### config.mk
export PLATFORM = sky130hd
export DESIGN_NAME = answer_generator_flat
export DESIGN_NICKNAME = d
export VERILOG_FILES = /design/src/rtl/answer_generator_if.sv /design/src/rtl/answer_generator.sv /design/src/flat_wrapper.sv
export SDC_FILE = /design/constraint.sdc
export NUM_CORES = 1
export LEC_CHECK = 0
export ABC_AREA = 1
export BUFFER_PORTS_ARGS = -buffer_cell sky130_fd_sc_hd__buf_2
export CORE_ASPECT_RATIO = 0.9
export CORE_MARGIN = 8
export CORE_UTILIZATION = 57
export CTS_CLUSTER_SIZE = 24
export DETAILED_ROUTE_END_ITERATION = 6
export PLACE_DENSITY = 0.75
export SYNTH_ARGS = -nofsm -noshare
export SYNTH_HDL_FRONTEND = slang
export SYNTH_SLANG_ARGS = --single-unit
### constraint.sdc
create_clock -name clk -period 3.2 [get_ports clk]
set_clock_uncertainty 0.05 [all_clocks]
set_input_delay 0.32 -clock clk [delete_from_list [all_inputs] [get_ports clk]]
set_output_delay 0.32 -clock clk [all_outputs]
set_load 0.01 [all_outputs]
### src/rtl/answer_generator_if.sv
// Handshake bundle between the guess-checking block and the answer generator.
// The master drives start and the free-running counters; the slave returns the secret digits and game status.
interface answer_generator_if;
    logic       start;
    logic [2:0] round;
    logic [2:0] incorrect_guess;
    logic [3:0] answer0;
    logic [3:0] answer1;
    logic [3:0] answer2;
    logic [1:0] max_digit;
    logic       answer_valid;
    logic       game_over;
    logic       game_won;

    modport master (
        output start, round, incorrect_guess,
        input  answer0, answer1, answer2, max_digit, answer_valid, game_over, game_won
    );

    modport slave (
        input  start, round, incorrect_guess,
        output answer0, answer1, answer2, max_digit, answer_valid, game_over, game_won
    );
endinterface

### src/rtl/answer_generator.sv
// Secret-number generator for the guessing game.
// Draws BCD digits from a free-running LFSR and tracks round/miss progress against snapshot bases.
module answer_generator #(
    parameter logic [15:0] SEED       = 16'hACE1,
    parameter int          MAX_ROUNDS = 3,
    parameter int          MAX_MISSES = 5
) (
    input  logic              clk,
    input  logic              reset_n,
    answer_generator_if.slave bus
);
    typedef enum logic [1:0] {IDLE, GEN, READY, OVER} state_t;

    localparam logic [2:0] MAX_R = 3'(MAX_ROUNDS);
    localparam logic [2:0] MAX_M = 3'(MAX_MISSES);

    state_t      state_reg, state_next;
    logic [15:0] lfsr_reg, lfsr_next;
    logic [2:0]  round_base_reg, round_base_next;
    logic [2:0]  miss_base_reg, miss_base_next;
    logic [2:0]  rd_prev_reg, rd_prev_next;
    logic [1:0]  d_reg, d_next;
    logic [1:0]  max_digit_reg, max_digit_next;
    logic [3:0]  answer_reg [3];
    logic [3:0]  answer_next [3];
    logic        valid_reg, valid_next;
    logic        over_reg, over_next;
    logic        won_reg, won_next;
    logic        gen_entry;

    logic [2:0] rounds_done;
    logic [2:0] misses;
    logic [3:0] nibble;

    // Differences against the bases make counter wrap-around harmless.
    assign rounds_done = bus.round - round_base_reg;
    assign misses      = bus.incorrect_guess - miss_base_reg;
    assign nibble      = lfsr_reg[3:0];

    always_comb begin
        state_next      = state_reg;
        lfsr_next       = lfsr_reg[0] ? ((lfsr_reg >> 1) ^ 16'hB400) : (lfsr_reg >> 1);
        round_base_next = round_base_reg;
        miss_base_next  = miss_base_reg;
        rd_prev_next    = rd_prev_reg;
        d_next          = d_reg;
        max_digit_next  = max_digit_reg;
        valid_next      = valid_reg;
        over_next       = over_reg;
        won_next        = won_reg;
        gen_entry       = 1'b0;
        for (int i = 0; i < 3; i++) answer_next[i] = answer_reg[i];

        if (bus.start) begin
            state_next      = GEN;
            round_base_next = bus.round;
            miss_base_next  = bus.incorrect_guess;
            rd_prev_next    = 3'd0;
            d_next          = 2'd0;
            max_digit_next  = 2'd1;
            valid_next      = 1'b0;
            over_next       = 1'b0;
            won_next        = 1'b0;
            gen_entry       = 1'b1;
        end else begin
            case (state_reg)
                GEN: begin
                    // Nibbles 10..15 are retries; the LFSR keeps stepping regardless.
                    if (nibble <= 4'd9) begin
                        answer_next[d_reg] = nibble;
                        d_next             = d_reg + 2'd1;
                        if (d_reg + 2'd1 == max_digit_reg) begin
                            state_next = READY;
                            valid_next = 1'b1;
                        end
                    end
                end
                READY: begin
                    rd_prev_next = rounds_done;
                    if (rounds_done != rd_prev_reg) begin
                        valid_next = 1'b0;
                        if (rounds_done >= MAX_R) begin
                            state_next = OVER;
                            over_next  = 1'b1;
                            won_next   = 1'b1;
                        end else begin
                            state_next     = GEN;
                            d_next         = 2'd0;
                            max_digit_next = (rounds_done >= 3'd2) ? 2'd3 : rounds_done[1:0] + 2'd1;
                            gen_entry      = 1'b1;
                        end
                    end else if (misses >= MAX_M) begin
                        state_next = OVER;
                        valid_next = 1'b0;
                        over_next  = 1'b1;
                        won_next   = 1'b0;
                    end
                end
                default: ;
            endcase
        end

        for (int i = 0; i < 3; i++) begin
            if (gen_entry && 2'(i) >= max_digit_next) answer_next[i] = 4'd0;
        end
    end

    always_ff @(posedge clk or negedge reset_n) begin
        if (!reset_n) begin
            state_reg      <= IDLE;
            lfsr_reg       <= SEED;
            round_base_reg <= 3'd0;
            miss_base_reg  <= 3'd0;
            rd_prev_reg    <= 3'd0;
            d_reg          <= 2'd0;
            max_digit_reg  <= 2'd0;
            valid_reg      <= 1'b0;
            over_reg       <= 1'b0;
            won_reg        <= 1'b0;
            for (int i = 0; i < 3; i++) answer_reg[i] <= 4'd0;
        end else begin
            state_reg      <= state_next;
            lfsr_reg       <= lfsr_next;
            round_base_reg <= round_base_next;
            miss_base_reg  <= miss_base_next;
            rd_prev_reg    <= rd_prev_next;
            d_reg          <= d_next;
            max_digit_reg  <= max_digit_next;
            valid_reg      <= valid_next;
            over_reg       <= over_next;
            won_reg        <= won_next;
            for (int i = 0; i < 3; i++) answer_reg[i] <= answer_next[i];
        end
    end

    assign bus.answer0      = answer_reg[0];
    assign bus.answer1      = answer_reg[1];
    assign bus.answer2      = answer_reg[2];
    assign bus.max_digit    = max_digit_reg;
    assign bus.answer_valid = valid_reg;
    assign bus.game_over    = over_reg;
    assign bus.game_won     = won_reg;
endmodule

### src/flat_wrapper.sv
// flat-port wrapper written by rule: the top's interface ports become plain ports
module answer_generator_flat 
#(
    parameter logic [15:0] SEED       = 16'hACE1,
    parameter int          MAX_ROUNDS = 3,
    parameter int          MAX_MISSES = 5
)
  (clk, reset_n, bus_start, bus_round, bus_incorrect_guess, bus_answer0, bus_answer1, bus_answer2, bus_max_digit, bus_answer_valid, bus_game_over, bus_game_won);
  answer_generator_if bus_i ();
  input  logic clk;
  input  logic reset_n;
  input wire logic [$bits(bus_i.start)-1:0] bus_start;
  input wire logic [$bits(bus_i.round)-1:0] bus_round;
  input wire logic [$bits(bus_i.incorrect_guess)-1:0] bus_incorrect_guess;
  output wire logic [$bits(bus_i.answer0)-1:0] bus_answer0;
  output wire logic [$bits(bus_i.answer1)-1:0] bus_answer1;
  output wire logic [$bits(bus_i.answer2)-1:0] bus_answer2;
  output wire logic [$bits(bus_i.max_digit)-1:0] bus_max_digit;
  output wire logic [$bits(bus_i.answer_valid)-1:0] bus_answer_valid;
  output wire logic [$bits(bus_i.game_over)-1:0] bus_game_over;
  output wire logic [$bits(bus_i.game_won)-1:0] bus_game_won;
  assign bus_i.start = bus_start;
  assign bus_i.round = bus_round;
  assign bus_i.incorrect_guess = bus_incorrect_guess;
  assign bus_answer0 = bus_i.answer0;
  assign bus_answer1 = bus_i.answer1;
  assign bus_answer2 = bus_i.answer2;
  assign bus_max_digit = bus_i.max_digit;
  assign bus_answer_valid = bus_i.answer_valid;
  assign bus_game_over = bus_i.game_over;
  assign bus_game_won = bus_i.game_won;
  answer_generator #(.SEED(SEED), .MAX_ROUNDS(MAX_ROUNDS), .MAX_MISSES(MAX_MISSES)) u_core (.clk(clk), .reset_n(reset_n), .bus(bus_i));
endmodule
==> impl_metrics.env, run 1 <==
export IMPL_worst_pin_slew_ns=1.01
export IMPL_startpoint_type="flip-flop"
export IMPL_synthTopCellsByArea="dfrtp_1, dfstp_2, nand2_1"
export IMPL_syn_to_final_growth_pct=12.1
export IMPL_rrSetupSlack_ns=0.58
export IMPL_diodes=0
export IMPL_synth_edf_count=0
export IMPL_ant_nets=0
export IMPL_p_clk_frac=0.253
export IMPL_combPwrFrac=0.284
export IMPL_syn_nets=233
export IMPL_muxShareOfSynthArea=0.0189
export IMPL_root_buffer="clkbuf_8"
export IMPL_critPathMaxStageDelay_ns=0.51
export IMPL_clk_pin_slew_ns=0.09
export IMPL_slew_headroom=0.329
export IMPL_stdcell_count=291
export IMPL_synth_fa_ha_area_frac=0.0602
export IMPL_io_buffers=25
export IMPL_max_cap_viol_count=0
export IMPL_dr_pass1_iters=4
export IMPL_start_util=0.581
export IMPL_die_h_um=73.9
export IMPL_wl_per_cell_um=13.1
export IMPL_place_inst=283
export IMPL_cts_setup_buffers=0
export IMPL_path_cells="ha_1 -> inv_1 -> fa_1 -> ha_1 -> o21bai_1 -> nor2_2 -> nand3_4 -> o21ai_4 -> nor2_2 -> a21oi_2 -> nor2_1"
export IMPL_power_frac_seq=0.463
export IMPL_antenna_found_initial=0
export IMPL_cts_tree="built"
export IMPL_fin_crit_ns=2.62
export IMPL_critical_path_class="reg -> reg"
export IMPL_p_leak_nw=1.29
export IMPL_netlist_area_um2=2120
export IMPL_drt_iter0_drc=81
export IMPL_drive_gt1_frac=0.237
export IMPL_synth_compound_area_frac=0.0708
export IMPL_num_io_pins=26
export IMPL_final_hold_violation_count=0
export IMPL_cts_resized=0
export IMPL_yosysMostFrequentCell="nand2_1"
export IMPL_async_flop_share=1.00
export IMPL_synth_simple_area_share=0.205
export IMPL_synthFlopType="dfrtp_1"
export IMPL_p_total_mw=1.44
export IMPL_cts_htree_levels=2
export IMPL_max_freq_mhz=382
export IMPL_grt_pass1_vias=1447
export IMPL_fp_coreArea_um2=3650
export IMPL_clkLatencyLatePin_ns=0.31
export IMPL_placed_area_um2=2280
export IMPL_synthXorXnorAreaFrac=0.0330
export IMPL_cp_required_ns=3.35
export IMPL_via_count=1462
export IMPL_powerDensity_nw_per_um2=608
export IMPL_cts_path_max_buffers=2
export IMPL_cp_arrival_ns=2.77
export IMPL_vdd_ir_drop_max_mv=0.430
export IMPL_cp_end_kind="flip-flop"
export IMPL_yosysWarnings=0
export IMPL_status="completed"
export IMPL_numCtsBuffers=5
export IMPL_yosysTopAreaCell="dfrtp_1"
export IMPL_holdWs_ns=0.125
export IMPL_postCtsHoldBufs=0
export IMPL_dieWidth_um=80.3
export IMPL_crit_path_top_delay_cell="fa_1"
export IMPL_internal_power_mw=0.933
export IMPL_critPathBufInv=1
export IMPL_path_delay_family="adder cells"
export IMPL_p_switching_mw=0.511
export IMPL_cp_max_fo=6
export IMPL_synth_top_family_by_area="simple AND/OR/NAND/NOR gates"
export IMPL_timing_final_crit_share=0.818
export IMPL_largest_register_ffs=16
export IMPL_hpwl_um=2740
export IMPL_ys_types=31
export IMPL_nets=262
export IMPL_cts_sinks=46
export IMPL_synth_seq_cells=46
export IMPL_wl_um=3820
export IMPL_overflow=0
export IMPL_finalSetupViolations=0
export IMPL_drc_errors=0
export IMPL_grt_setup_unrepaired="false"
export IMPL_grtUsageTotal=0.147
export IMPL_slew_viol_final=0
export IMPL_setup_tns_ns=0
export IMPL_die_area_um2=5930
export IMPL_power_share_switching=0.354
export IMPL_hold_path_class="in -> async"
export IMPL_synth_seq_area_share=0.547
export IMPL_finalInstanceArea_um2=2380
export IMPL_netlist_area_leader_share=0.448
export IMPL_syn_area_per_cell_um2=9.86
export IMPL_grt_max_degree=47
export IMPL_place_gp_congestion=0.842
export IMPL_synth_commonest_cells="nand2_1, dfrtp_1, inv_1, o21ai_0, nor2_1"
export IMPL_grt_pass1_wl_um=6760
export IMPL_row_count=21
export IMPL_vias_per_cell=5.02
export IMPL_syn_inst=215
[cell type report]
class / count / area, µm²
Tap cell: 46 / 57.6
Clock buffer: 5 / 68.8
Clock inverter: 3 / 25.0
Multi-Input combinational cell: 135 / 823
Timing Repair Buffer: 25 / 125
Sequential cell: 46 / 1160
Inverter: 31 / 116
Fill cell: 304 / 1270
[power groups by stage]
stage / logic [mW] / registers (mW) / clock network [mW]
final: 0.411 / 0.668 / 0.366
after global routing: 0.472 / 0.674 / 0.403
after CTS: 0.411 / 0.668 / 0.375
after detailed placement: 0.406 / 0.679 / 0
after global placement: 0.402 / 0.678 / 0
after floorplan: 0.305 / 0.681 / 0
[stage by stage]
stage | util | setup WS (ns)
final | 0.651 | 0.582
after global routing | 0.651 | 0.383
after CTS | 0.651 | 0.562
after detailed placement | 0.625 | 0.462
after global placement | 0.625 | 0.537
after floorplan | - | 0.779
[placed cells by master (no fill, tap or decap), drive strengths merged]
cell	count
buf	25
o21a	2
o21bai	1
nand4	6
nor2	14
xnor2	3
inv	31
a21oi	6
and3	1
ha	7
nor3	1
nand2	51
dfrtp	38
or2	2
o21ai	15
clkbuf	5
clkinvlp	1
xor2	5
o211ai	1
nand3	14
dfstp	8
fa	2
mux2i	4
clkinv	2
[final timing paths]
path                                          start                  endpoint  depth (start not counted)
max                        u_core.round_base_reg[0]     u_core.bus.answer2[3]                         11
min                                         reset_n  u_core.round_base_reg[2]                          1
max reg2reg                u_core.round_base_reg[0]     u_core.bus.answer2[3]                         11
min reg2reg                      u_core.lfsr_reg[8]        u_core.lfsr_reg[7]                          0
max in group asynchronous                   reset_n     u_core.bus.answer0[2]                          1
min in group clk             bus_incorrect_guess[2]   u_core.miss_base_reg[2]                          3
[layer usage]
metal | up-vias | track usage | routed length (µm)
met5 | - | 0 | 0
met4 | 0 | 0.0484 | 29
met3 | 2 | 0.0562 | 259
met2 | 37 | 0.206 | 1560
met1 | 686 | 0.201 | 1970
li1 | 737 | - | -
[worst register-to-register path: cells and delay by family, from the launching register on]
family | cells | cell delay, ns
adders and majority gates | 3 | 0.91
DFF | 1 | 0.39
AOI/OAI and AO/OA | 3 | 0.63
buffers and inverters | 1 | 0.08
and+or+nand+nor | 4 | 0.47
[cell families (layout without fill, tap and decap cells)]
logic type / Yosys count / in the layout
fa+ha+maj: 9 / 9
mux: 4 / 4
simple gates: 89 / 89
flops: 46 / 46
xor+xnor: 8 / 8
compound gates: 25 / 25
buf+inv: 34 / 64
(Power assumes the default switching activity.)
==> run 2, diff against run 1 <==
ABC_AREA = 0   (was 1)
CORE_UTILIZATION = 56   (was 57)
PLACE_DENSITY = 0.74   (was 0.75)
clock period = 2.55 ns   (was 3.2 ns; I/O delays follow)
==> impl_metrics.env, run 2 <==
export IMPL_io_buffers=25
export IMPL_die_h_um=73.5
export IMPL_routed_wl_met3_um=179
export IMPL_drc_errors=0
export IMPL_synthFlopType="dfrtp_1"
export IMPL_critPathBufInv=2
export IMPL_cp_end_kind="flip-flop"
export IMPL_num_io_pins=26
export IMPL_worst_pin_slew_ns=0.994
export IMPL_synth_commonest_cells="dfrtp_1, nand2_1, inv_1, mux2i_1"
export IMPL_setup_tns_ns=0
export IMPL_vdd_ir_drop_max_mv=0.344
export IMPL_p_switching_mw=0.573
export IMPL_diodes=0
export IMPL_synthTopCellsByArea="dfrtp_1, dfstp_2, mux2i_1"
export IMPL_multi_input_area_um2=855
export IMPL_wl_um=3820
export IMPL_antenna_found_initial=0
export IMPL_root_buffer="clkbuf_8"
export IMPL_clkLatencyLatePin_ns=0.29
export IMPL_row_count=21
export IMPL_p_leak_nw=1.18
export IMPL_slew_headroom=0.338
export IMPL_largest_register_ffs=16
export IMPL_cts_path_max_buffers=2
export IMPL_max_freq_mhz=411
export IMPL_die_area_um2=5870
export IMPL_netlist_area_um2=2060
export IMPL_power_frac_seq=0.444
export IMPL_dr_max_layer_used="met4"
export IMPL_status="completed"
export IMPL_numCtsBuffers=5
export IMPL_p_clk_frac=0.283
export IMPL_ys_types=42
export IMPL_vias_per_cell=5.46
export IMPL_grtUsageTotal=0.145
export IMPL_layout_common_cells="dfrtp_1, buf_2, nand2_1, inv_1, mux2i_1"
export IMPL_nets=217
export IMPL_clk_pin_slew_ns=0.08
export IMPL_dieWidth_um=79.9
export IMPL_post_route_util=0.657
export IMPL_power_share_switching=0.308
export IMPL_placed_area_um2=2260
export IMPL_fin_ws_ns=0.115
export IMPL_path_delay_family="adder cells"
export IMPL_path_cells="ha_1 -> inv_1 -> fa_1 -> ha_1 -> or3_4 -> nor3_1 -> buf_4 -> nor3_1"
export IMPL_syn_area_per_cell_um2=12.3
export IMPL_holdWs_ns=0.0693
export IMPL_combPwrFrac=0.273
export IMPL_grt_setup_unrepaired="false"
export IMPL_cts_tree="built"
export IMPL_grt_pass1_vias=1389
export IMPL_stdcell_count=246
export IMPL_synth_seq_area_share=0.564
export IMPL_grt_pass1_wl_um=6560
export IMPL_powerDensity_nw_per_um2=780
export IMPL_yosysWarnings=0
export IMPL_syn_nets=185
export IMPL_fin_crit_ns=2.44
export IMPL_final_hold_violation_count=0
export IMPL_slew_viol_final=0
export IMPL_place_inst=238
export IMPL_regArea_um2=1160
export IMPL_final_common_cell="dfrtp_1"
export IMPL_p_total_mw=1.86
export IMPL_async_flop_share=1.00
export IMPL_via_count=1343
export IMPL_critical_path_class="reg -> reg"
export IMPL_yosysMostFrequentCell="dfrtp_1"
export IMPL_timing_final_crit_share=0.955
export IMPL_finalSetupViolations=0
export IMPL_wl_per_cell_um=15.5
export IMPL_internal_power_mw=1.29
export IMPL_ant_nets=0
export IMPL_startpoint_type="flip-flop"
export IMPL_overflow=0
export IMPL_synth_seq_cells=46
export IMPL_grt_max_degree=47
export IMPL_syn_inst=167
export IMPL_netlist_area_leader_share=0.462
export IMPL_postCtsHoldBufs=0
export IMPL_drt_iter0_drc=59
export IMPL_cts_htree_levels=2
export IMPL_dr_pass1_iters=4
export IMPL_hpwl_um=2770
export IMPL_pre_cts_slack_ns=0.0234
export IMPL_crit_path_top_delay_cell="fa_1"
export IMPL_hold_path_class="in -> async"
export IMPL_cp_arrival_ns=2.54
export IMPL_fill_cells=280
export IMPL_dr_wl_met2_um=1850
export IMPL_cts_sinks=46
export IMPL_place_gp_congestion=0.896
export IMPL_fp_coreArea_um2=3630
export IMPL_start_util=0.568
export IMPL_max_cap_viol_count=0
export IMPL_synth_edf_count=0
export IMPL_critPathMaxStageDelay_ns=0.49
export IMPL_cp_required_ns=2.66
export IMPL_wirelength_met1_um=1730
export IMPL_cp_max_fo=4
export IMPL_drive_gt1_frac=0.280
export IMPL_syn_to_final_growth_pct=15.8
export IMPL_yosysTopAreaCell="dfrtp_1"
export IMPL_finalInstanceArea_um2=2380
[run 2: cell count changes in the layout (fill, tap and decap cells not counted), moves of 6 or more]
cell and change:
inv_1 -18, nand2_1 -31, nor3_1 +6, o21ai_0 -11
[run 2: logic make-up after synthesis]
group	share of synthesized area
AO/OA/AOI/OAI	0.109
XOR/XNOR	0.0571
flip-flops	0.564
AND/OR/NAND/NOR	0.112
adder cells (fa/ha/maj)	0.0620
buffers and inverters	0.0292
multiplexers	0.0657
[run 2: final cells by class]
class	instances	area share
clock inverter	2	0.0157
clock buffer	6	0.0304
sequential	46	0.487
timing repair buffer	29	0.0651
tap	46	0.0241
inverter	12	0.0189
multi-input combinational	105	0.359
[run 2: power groups by stage]
stage	clock [mW]	sequential, mW	combinational (mW)
2_1_floorplan	0	0.834	0.365
5_1_grt	0.574	0.834	0.560
4_1_cts	0.545	0.826	0.495
3_5_place_dp	0	0.839	0.489
6_report	0.527	0.826	0.507
3_3_place_gp	0	0.836	0.473
[run 2: repair_timing]
action	CTS	global route
resized for setup	0	3
setup endpoints to repair	0	16
buffers inserted	0	0
[run 2: routing by layer]
metal  vias up  GRT usage
met2        28      0.224
met1       661      0.184
met3         8     0.0465
met4         0     0.0605
met5         -          0
li1        646          -
[run 2: worst paths after layout]
path	depth (start not counted)	startpoint	slack, ns	end
max reg2reg	8	u_core.round_base_reg[0]	0.11	u_core.bus.answer2[3]
min	1	reset_n	0.07	u_core.miss_base_reg[0]
max	8	u_core.round_base_reg[0]	0.11	u_core.bus.answer2[3]
min in group clk	3	bus_incorrect_guess[1]	0.16	u_core.miss_base_reg[1]
min reg2reg	0	u_core.lfsr_reg[12]	0.31	u_core.lfsr_reg[11]
max in group asynchronous	1	reset_n	1.77	u_core.bus.answer2[0]
==> run 3, diff against run 2 <==
CORE_MARGIN = 3   (was 8)
GPL_TIMING_DRIVEN = 1   (was default)
==> impl_metrics.env, run 3 (synthesis gave the netlist of run 2 again) <==
export IMPL_status="completed"
export IMPL_io_buffers=25
export IMPL_critical_path_class="reg -> reg"
export IMPL_layout_common_cells="dfrtp_1, buf_2, nand2_1, inv_1, mux2i_1"
export IMPL_drive_gt1_frac=0.290
export IMPL_cts_path_max_buffers=2
export IMPL_start_util=0.596
export IMPL_cts_htree_levels=2
export IMPL_wl_per_cell_um=15.8
export IMPL_cts_sinks=46
export IMPL_largest_register_ffs=16
export IMPL_grt_setup_unrepaired="false"
export IMPL_crit_path_top_delay_cell="fa_2"
export IMPL_syn_to_final_growth_pct=17.4
export IMPL_cp_end_kind="flip-flop"
export IMPL_slew_headroom=0.345
export IMPL_path_cells="ha_1 -> inv_1 -> fa_2 -> ha_1 -> or3_4 -> o31ai_4 -> buf_4 -> nor2_1"
export IMPL_row_count=20
export IMPL_nets=217
export IMPL_place_gp_congestion=0.891
export IMPL_slew_viol_final=0
export IMPL_antenna_found_initial=0
export IMPL_numCtsBuffers=5
export IMPL_root_buffer="clkbuf_8"
export IMPL_grt_pass1_vias=1484
export IMPL_via_count=1345
export IMPL_clk_pin_slew_ns=0.09
export IMPL_die_h_um=63.5
export IMPL_cp_max_fo=5
export IMPL_final_hold_violation_count=0
export IMPL_worst_pin_slew_ns=0.983
export IMPL_hold_path_class="in -> async"
export IMPL_startpoint_type="flip-flop"
export IMPL_crit_top_cell="ha_1"
export IMPL_fin_crit_ns=2.41
export IMPL_diodes=0
export IMPL_ant_nets=0
export IMPL_drt_iter0_drc=110
export IMPL_holdWs_ns=0.0599
export IMPL_grt_pass1_wl_um=7040
export IMPL_grtUsageTotal=0.201
export IMPL_num_io_pins=26
export IMPL_cp_required_ns=2.70
export IMPL_cts_tree="built"
export IMPL_grt_max_degree=47
export IMPL_dieWidth_um=69.9
export IMPL_vdd_ir_drop_max_mv=0.551
export IMPL_max_cap_viol_count=0
export IMPL_critPathMaxStageDelay_ns=0.49
export IMPL_setup_tns_ns=0
export IMPL_max_freq_mhz=416
export IMPL_fp_coreArea_um2=3450
export IMPL_cp_arrival_ns=2.55
export IMPL_clkLatencyLatePin_ns=0.30
export IMPL_powerDensity_nw_per_um2=826
export IMPL_vias_per_cell=5.51
export IMPL_hpwl_um=2730
export IMPL_cts_setup_buffers=0
export IMPL_wl_um=3870
export IMPL_finalSetupViolations=0
export IMPL_overflow=0
export IMPL_die_area_um2=4440
export IMPL_p_leak_nw=1.19
export IMPL_drc_errors=0
export IMPL_dr_pass1_iters=4
export IMPL_final_common_cell="dfrtp_1"
export IMPL_timing_final_crit_share=0.943
[run 3: cell types whose count changed in the layout (fill, tap and decap cells not counted), sizes merged]
| cell | change |
|---|---|
| clkinvlp | -1 |
| bufinv | +1 |
[run 3: path summary, 6_finish.rpt]
kind                                                from                       to  slack [ns]  cells after the start
worst min-delay path                             reset_n      u_core.state_reg[0]        0.06                      1
worst max register to register  u_core.round_base_reg[0]    u_core.bus.answer1[2]        0.14                      8
worst min register to register        u_core.lfsr_reg[4]       u_core.lfsr_reg[3]        0.31                      0
max in group asynchronous                        reset_n    u_core.bus.answer2[0]        1.78                      1
worst max-delay path            u_core.round_base_reg[0]    u_core.bus.answer1[2]        0.14                      8
min in group clk                  bus_incorrect_guess[0]  u_core.miss_base_reg[0]        0.16                      2
[run 3: per-layer routing]
layer,GRT usage,vias up,share of wire,routed length (µm)
met5,0,-,0,0
met3,0.0447,7,0.047,180
met2,0.336,28,0.48,1860
met4,0.0742,0,0.014,55
li1,-,644,-,-
met1,0.255,666,0.46,1770
[run 3: critical path: cells and delay by family, from the launching register on]
family	cells	cell delay, ns
AO/OA/AOI/OAI	1	0.22
adder cells (fa/ha/maj)	3	0.92
flip-flops	1	0.39
buffers and inverters	2	0.24
AND/OR/NAND/NOR	2	0.49
[run 3: layout make-up]
class	count	area, µm²
flip-flops and latches	46	1160
inverters	12	45.0
multi-input cells	105	857
fillers	241	1040
well taps	44	55.1
repair buffers	29	155
clock buffers	6	82.6
clock inverters	2	60.1
[run 3: metrics by stage]
step                setup WS (ns)  utilization  cells  area [µm²]  total power [mW]
floorplan                   0.142            -    167        2060              1.20
global placement           0.0997        0.653    236        2250              1.31
detailed placement        0.00970        0.653    236        2250              1.33
CTS                        0.0138        0.694    244        2400              1.99
global route               0.0300        0.700    244        2420              2.11
finish                      0.144        0.700    244        2420              2.00
[run 3: timing repair]
item | 4_1_cts | 5_1_grt
hold buffers | 0 | 0
gates resized for setup | 0 | 4
endpoints found under the setup margin | 0 | 17
[run 3: report_power, final]
group | leakage (nW) | internal, mW | switching, mW
Combinational | 0.536 | 0.215 | 0.296
Clock | 0.0714 | 0.418 | 0.238
Sequential | 0.587 | 0.781 | 0.0482
Total | 1.19 | 1.41 | 0.582
